## config.mk

```make
export PLATFORM = sky130hd
export DESIGN_NAME = nrdiv_r2
export DESIGN_NICKNAME = d
export VERILOG_FILES = /design/src/rtl/nrdiv_r2.sv
export SDC_FILE = /design/constraint.sdc
export NUM_CORES = 1
export LEC_CHECK = 0
export BUFFER_PORTS_ARGS = -buffer_cell sky130_fd_sc_hd__buf_4
export CAP_MARGIN = 15
export CORE_MARGIN = 1.5
export CORE_UTILIZATION = 50
export CTS_BUF_LIST = sky130_fd_sc_hd__clkbuf_4 sky130_fd_sc_hd__clkbuf_8
export CTS_CLUSTER_DIAMETER = 200
export DETAILED_ROUTE_END_ITERATION = 10
export PLACE_DENSITY_LB_ADDON = 0.3
export SLEW_MARGIN = 20
export SYNTH_ARGS = -nofsm -noshare
export SYNTH_HDL_FRONTEND = slang
export SYNTH_SLANG_ARGS = --single-unit
```

## constraint.sdc

```tcl
create_clock -name clk -period 4.15 [get_ports clk]
set_input_delay 0.2075 -clock clk [delete_from_list [all_inputs] [get_ports clk]]
set_output_delay 0.2075 -clock clk [all_outputs]
set_load 0.03 [all_outputs]
```

## src/rtl/nrdiv_r2.sv

```systemverilog
// nrdiv_r2: sequential signed non-restoring radix-2 divider.
// Operands arrive one per cycle on inbus: the dividend first, then the divisor.
// Results leave one per cycle on outbus: the remainder first, then the quotient.
// The core iterates on operand magnitudes. Signs are applied once, in FIX, and
// the division truncates toward zero.
module nrdiv_r2 #(
   parameter int WIDTH = 8
) (
   input  logic             clk,
   input  logic             rst,
   input  logic             enable,
   input  logic [WIDTH-1:0] inbus,
   output logic             done,
   output logic             div_by_zero,
   output logic [WIDTH-1:0] outbus
);

   localparam int CW = $clog2(WIDTH + 1);

   typedef enum logic [2:0] {
      IDLE,
      LOAD_DVS,
      ITER,
      FIX,
      OUT_R,
      OUT_Q
   } state_t;

   state_t           state;
   logic [WIDTH-1:0] dvd;
   logic [WIDTH:0]   a;
   logic [WIDTH-1:0] q;
   logic [WIDTH-1:0] m;
   logic [WIDTH-1:0] quo;
   logic             sd;
   logic             sv;
   logic [CW-1:0]    cnt;

   logic [WIDTH:0]   a_shift;
   logic [WIDTH:0]   a_next;
   logic [WIDTH-1:0] a_fix;
   logic [WIDTH-1:0] rem_fix;
   logic [WIDTH-1:0] quo_fix;
   logic [WIDTH-1:0] dvd_mag;
   logic [WIDTH-1:0] dvs_mag;

   // Combinational datapath: one non-restoring step, the final restore, sign fix-up
   // and the operand magnitudes (the magnitude of the most negative value wraps to
   // the 2^(W-1) pattern, which is its correct unsigned magnitude)
   always_comb begin
      a_shift = {a[WIDTH-1:0], q[WIDTH-1]};
      a_next  = a[WIDTH] ? (a_shift + {1'b0, m}) : (a_shift - {1'b0, m});
      a_fix   = a[WIDTH] ? (a[WIDTH-1:0] + m) : a[WIDTH-1:0];
      rem_fix = sd ? (~a_fix + 1'b1) : a_fix;
      quo_fix = sv ? (~q + 1'b1) : q;
      dvd_mag = dvd[WIDTH-1] ? (~dvd + 1'b1) : dvd;
      dvs_mag = inbus[WIDTH-1] ? (~inbus + 1'b1) : inbus;
   end

   // Control FSM with registered result outputs; reset aborts any operation in progress
   always_ff @(posedge clk) begin
      if (rst) begin
         state       <= IDLE;
         dvd         <= '0;
         a           <= '0;
         q           <= '0;
         m           <= '0;
         quo         <= '0;
         sd          <= 1'b0;
         sv          <= 1'b0;
         cnt         <= '0;
         done        <= 1'b0;
         div_by_zero <= 1'b0;
         outbus      <= '0;
      end else begin
         case (state)
            IDLE: begin
               if (enable) begin
                  dvd   <= inbus;
                  state <= LOAD_DVS;
               end
            end
            LOAD_DVS: begin
               if (inbus == '0) begin
                  done        <= 1'b1;
                  div_by_zero <= 1'b1;
                  outbus      <= dvd;
                  quo         <= '1;
                  state       <= OUT_R;
               end else begin
                  sd    <= dvd[WIDTH-1];
                  sv    <= dvd[WIDTH-1] ^ inbus[WIDTH-1];
                  q     <= dvd_mag;
                  m     <= dvs_mag;
                  a     <= '0;
                  cnt   <= '0;
                  state <= ITER;
               end
            end
            ITER: begin
               a   <= a_next;
               q   <= {q[WIDTH-2:0], ~a_next[WIDTH]};
               cnt <= cnt + CW'(1);
               if (cnt == CW'(WIDTH - 1)) begin
                  state <= FIX;
               end
            end
            FIX: begin
               done   <= 1'b1;
               outbus <= rem_fix;
               quo    <= quo_fix;
               state  <= OUT_R;
            end
            OUT_R: begin
               outbus <= quo;
               state  <= OUT_Q;
            end
            OUT_Q: begin
               done        <= 1'b0;
               div_by_zero <= 1'b0;
               outbus      <= '0;
               state       <= IDLE;
            end
            default: begin
               state <= IDLE;
            end
         endcase
      end
   end

endmodule

```

# ---- After elaboration in Yosys (flattened, before gate mapping)
# Index checks and enable logic that the tools add are counted.
dict set report op_classes {
  n_reduce_logical 15
  add_sub_neg 8
  bitwise 7
  eq_ne 10
  n_shift 0
  n_mux 23
  n_div 0
  n_mul 0
  order_cmp 0
}
# op count
set op_table {}
lappend op_table {{8-bit two-way mux} 8}
lappend op_table {{8-bit by 1-bit adder with 8-bit output, second input constant} 4}
lappend op_table {{8-bit NOT} 4}
lappend op_table {{8-bit case mux with 2 select lines} 2}
lappend op_table {{8-bit case mux with 4 select lines} 1}
lappend op_table {{9-bit two-way mux} 2}
lappend op_table {{9-bit case mux with 2 select lines} 1}
lappend op_table {{2-bit AND reduction} 8}
lappend op_table {{3-bit case mux with 5 select lines} 1}
lappend op_table {{9-bit by 8-bit adder with 9-bit output} 1}
lappend op_table {{3-bit two-way mux} 3}
lappend op_table {{9-bit by 8-bit subtractor with 9-bit output} 1}
lappend op_table {{8-bit adder} 1}
lappend op_table {{8-bit logical NOT} 1}
lappend op_table {{2-bit inequality test, second input constant} 4}
lappend op_table {{4-bit case mux with 2 select lines} 1}
lappend op_table {{3-bit by 2-bit == test with 1-bit output, second input constant} 2}
lappend op_table {{3-bit == test, second input constant} 2}
lappend op_table {{2-bit nonzero test} 3}
lappend op_table {{4-bit by 1-bit adder with 4-bit output, second input constant} 1}
lappend op_table {{4-bit by 3-bit == test with 1-bit output, second input constant} 1}
lappend op_table {{4-bit two-way mux} 1}
lappend op_table {{4-bit nonzero test} 1}
lappend op_table {{3-bit by 1-bit == test with 1-bit output, second input constant} 1}
lappend op_table {{other kinds (7)} 8}
dict set report word_totals {
  romBits 0
  memories 0
  ram_bits 0
  latch_bits 0
  reg_bits 60
}

# ---- Logic depth before layout (Yosys ltp)
dict set report logic_depth {
  depth_word 6
  mapped_depth 11
  depth_no_buf 11
}

# ---- Least setup slack after synthesis
# Ideal clock, no wire load.
dict set report synth_path {
  path_kind {reg-to-reg}
  start {reg a[8]}
  end {reg a[7]}
  path_slack_ns 1.260
  setup_ns 0.127
  required_ns 4.023
  path_stages_with_launch 11
  period_less_slack_ns 2.890
  arrival_ns 2.763
  n_path_buf 2
  cell_sequence {dfxtp_1 > buf_2 > buf_1 > mux2_2 > ha_1 > a21o_1 > a21oi_1 > o21ai_1 > a2111oi_0 > nor3_1 > or3b_1}
}
dict set report synth_between {
  elab_chain_cells 2
}
# element line_no
set synth_lines {}
lappend synth_lines {{from (decl)} 31} ;# logic [WIDTH:0] a;
lappend synth_lines {{from (signal assigned)} 101} ;# a <= a_next;
lappend synth_lines {{9-bit two-way mux} 52} ;# a_next = a[WIDTH] ? (a_shift + {1'b0, m}) : (a_shift - {1'b0, m});
lappend synth_lines {{9-bit case mux with 2 select lines} 76} ;# case (state)
# No other way between the ends.
# A chain may end at the register's enable or synchronous reset.

# ---- Worst setup path in the final report
# Same ends and word-level chain as after synthesis.

==> results.yml <==
die:
  start_util_pct: 51.83
  coreArea_um2: 7727
  fp.dieW_um: 92.50
  die_area_um2: 8556
  io_pins: 21
  die_y_um: 92.50
  rows: 32
grt:
  grt-ovfl-total: 0
  grt_max_degree: 70
  grt_pass1_wl_mm: 16.86
  grt_usage_pct: 24.86
  grt_pass1_vias: 3475
  antenna_found_initial: 0
synth:
  synth.avg_cell_area_um2: 7.931
  yosys.area_share.simple_pct: 25.09
  synth_cells: 505
  synth.area.mux_share_pct: 2.530
  synth_edf_count: 0
  synth_compound_area_share_pct: 23.49
  yosys_warnings: 0
  async_flop_share_pct: 0
  ys_ff_latch: 60
  synth-main-ff-cell: "dfxtp_1"
  synth-xor-area-share_pct: 7.216
  synth_top_family_by_area: "simple AND/OR/NAND/NOR gates"
  synth-seq-area-share_pct: 29.99
  synth_area_um2: 4005
  yosysUniqueCellTypes: 69
  syn_nets: 539
  synth_adder_area_share_pct: 7.560
critical_path:
  r2r_end: "a[7]"
  startpoint_type: "flop"
  worstPathMaxFanout: 20
  cp_cell_sequence: "mux2_2 > ha_1 > a21o_1 > a21oi_1 > o21ai_1 > a2111oi_0 > nor3_1 > or3b_1"
  cp_data_arrival_time_ns: 3.54
  path_depth: 8
  cp-end-kind: "flop"
  reg2reg_depth: 8
  cp_slowest_stage_delay_ns: 0.78
  required_ns: 4.37
  crit_start: "a[8]"
  critPathBufInv: 0
  slowest_stage: "dfxtp_1"
  crit_family: "compound AO/OA/AOI/OAI gates"
  path_class: "reg -> reg"
  worst-r2r-setup-slack_ns: 0.83
  r2r_start: "a[8]"
  crit_end: "a[7]"
drt:
  ant_nets: 0
  drtIter0Drc: 250
  drc: 0
  vias: 3721
  drt-total-wl_mm: 9.963
  via_per_inst: 6.002
  wl_per_cell_um: 16.07
  first_pass_iters: 5
sta:
  rsz0062_at_grt: "false"
  setup_violations: 0
  fmax_mhz: 301.2
  relSlewSlack_pct: 37.25
  slew_violations: 0
  fin_crit_ns: 3.320
  whs_ns: 0.1499
  hold_viol: 0
  tns_ns: 0
  setup_slack_ns: 0.8296
  worst_pin_slew_ns: 0.9413
  finalCritPeriodShare_pct: 80.01
  finClkSkew_ns: 0.01041
pwr:
  powerDensity_nw_per_um2: 471.5
  ir_drop_uv: 269.7
  power_leakage_nw: 1.686
placement:
  port_buffers: 20
  pre_cts_slack_ns: 1.038
  gp_congestion: 0.8576
  dp_hpwl_mm: 7.144
cts:
  insertion_delay_ns: 0.34
  cts_buffers: 9
  cts_setup_buffers: 0
  clock_tree.root_cell: "clkbuf_8"
  cts-hold-fix-buffers: 0
  cts-resized-gates: 0
  cts_buffer_depth: 2
  clock_sink_count: 60
  cts.clk_slew.worst_paths_ns: 0.07
  htree_levels: 3
  cts_tree: "yes"
layout:
  drive_gt1_share_pct: 10.62
  diodes: 0
  nNetsFinal: 547
  syn_to_final_growth_pct: 11.06
min_path:
  hold_path_class: "in -> reg"
job:
  drv_cap: 0
run_status:
  outcome: "finished clean"
-- layout make-up --
cell class | instances | area, um^2
Multi-Input combinational cell | 402 | 2639
Inverter | 17 | 63.81
Sequential cell | 60 | 1201
Tap cell | 102 | 127.6
Fill cell | 723 | 3279
Timing Repair Buffer | 23 | 172.7
Clock inverter | 6 | 112.6
Clock buffer | 10 | 131.4
-- synthesized netlist by cell type, types with 2 or more instances --
library cell,count,share of area [%]
a2111oi_0,3,0.66
a2111oi_1,2,0.50
a211o_1,2,0.44
a211oi_1,19,3.6
a211oi_2,2,0.62
a21o_1,3,0.56
a21oi_1,34,4.2
a221oi_1,6,1.3
a311oi_1,3,0.66
a31oi_1,5,0.78
and3_1,3,0.47
buf_1,2,0.19
buf_2,3,0.37
clkbuf_1,21,2.0
dfxtp_1,60,30
fa_1,2,1.0
ha_1,21,6.6
inv_1,17,1.6
mux2i_1,9,2.2
nand2_1,48,4.5
nand2b_1,13,2.0
nand3_1,6,0.75
nand3b_1,3,0.56
nand4_1,3,0.47
nand4b_1,2,0.44
nor2_1,65,6.1
nor2b_1,8,1.2
nor3_1,19,2.4
nor3b_1,5,0.94
nor4_1,3,0.47
nor4b_1,4,0.87
o211ai_1,2,0.37
o21a_1,3,0.56
o21ai_0,18,2.2
o21ai_1,2,0.25
o21ai_2,2,0.44
o22ai_1,5,0.78
o31ai_1,8,1.5
or2_2,2,0.31
or3_1,6,0.94
or3b_1,2,0.44
xnor2_1,14,3.1
xor2_1,19,4.2
-- where the power goes --
group | total [W] | switching (W) | internal, W
clock | 0.000650 | 0.000243 | 0.000407
sequential | 0.000762 | 0.000113 | 0.000649
combinational | 0.000685 | 0.000396 | 0.000289
total | 0.00210 | 0.000753 | 0.00134
-- layer usage --
layer / global-route usage (%) / vias up / part of all wire [%]
met4: 9.487 / 0 / 1.7
met2: 39.77 / 111 / 46
met1: 33.83 / 1740 / 48
met5: 0 / - / 0
met3: 3.448 / 21 / 4.6
li1: - / 1849 / -
-- worst reg2reg max path, cell delays in order (launching register included) --
cell and delay, ns:
dfxtp_1 0.78, mux2_2 0.43, ha_1 0.28, a21o_1 0.18, a21oi_1 0.24, o21ai_1 0.12, a2111oi_0 0.65, nor3_1 0.16
or3b_1 0.37
-- state kept, by name, summed over array words and instances (netlist names), 3 cells and up --
signal / count
outbus: 8
q: 8
cnt: 4
a: 9
quo: 8
state: 3
m: 8
dvd: 8
-- cell usage in the layout (no fill, tap or decap), drive strengths merged, types with 6 or more instances in the layout --
master  instances
nor2           66
dfxtp          60
nand2          48
a21oi          35
buf            23
o21ai          22
ha             21
a211oi         21
nor3           20
xor2           19
inv            17
xnor2          14
nand2b         13
clkbuf         10
mux2i           9
o31ai           8
nor2b           8
or3             6
nand3           6
a221oi          6
-- worst min path at each step --
stage | startpoint | endpoint | slack, ns | depth (start not counted)
3_5_place_dp | outbus[0] | outbus[0] | 0.46 | 2
2_1_floorplan | inbus[4] | dvd[4] | 0.34 | 2
3_3_place_gp | outbus[2] | outbus[2] | 0.44 | 2
6_report | inbus[1] | dvd[1] | 0.15 | 3
4_1_cts | inbus[1] | dvd[1] | 0.14 | 3
5_1_grt | inbus[1] | dvd[1] | 0.15 | 3
-- stage by stage --
stage	instances	utilization [%]	cell area, um^2	total power (W)
6_report	620	57.56	4448	0.002097
5_1_grt	620	57.56	4448	0.002223
4_1_cts	620	57.56	4448	0.002098
3_5_place_dp	604	54.40	4204	0.001445
3_3_place_gp	604	54.40	4204	0.001425
2_1_floorplan	505	-	4005	0.001278
-- cell families (layout without fill, tap and decap cells) --
kind of cell    Yosys count  in the layout
compound gates          136            136
buf+inv                  43             56
xor+xnor                 33             33
mux                      10             10
fa+ha+maj                23             23
flops                    60             60
simple gates            200            200
Power figures use the tool's default switching activity.
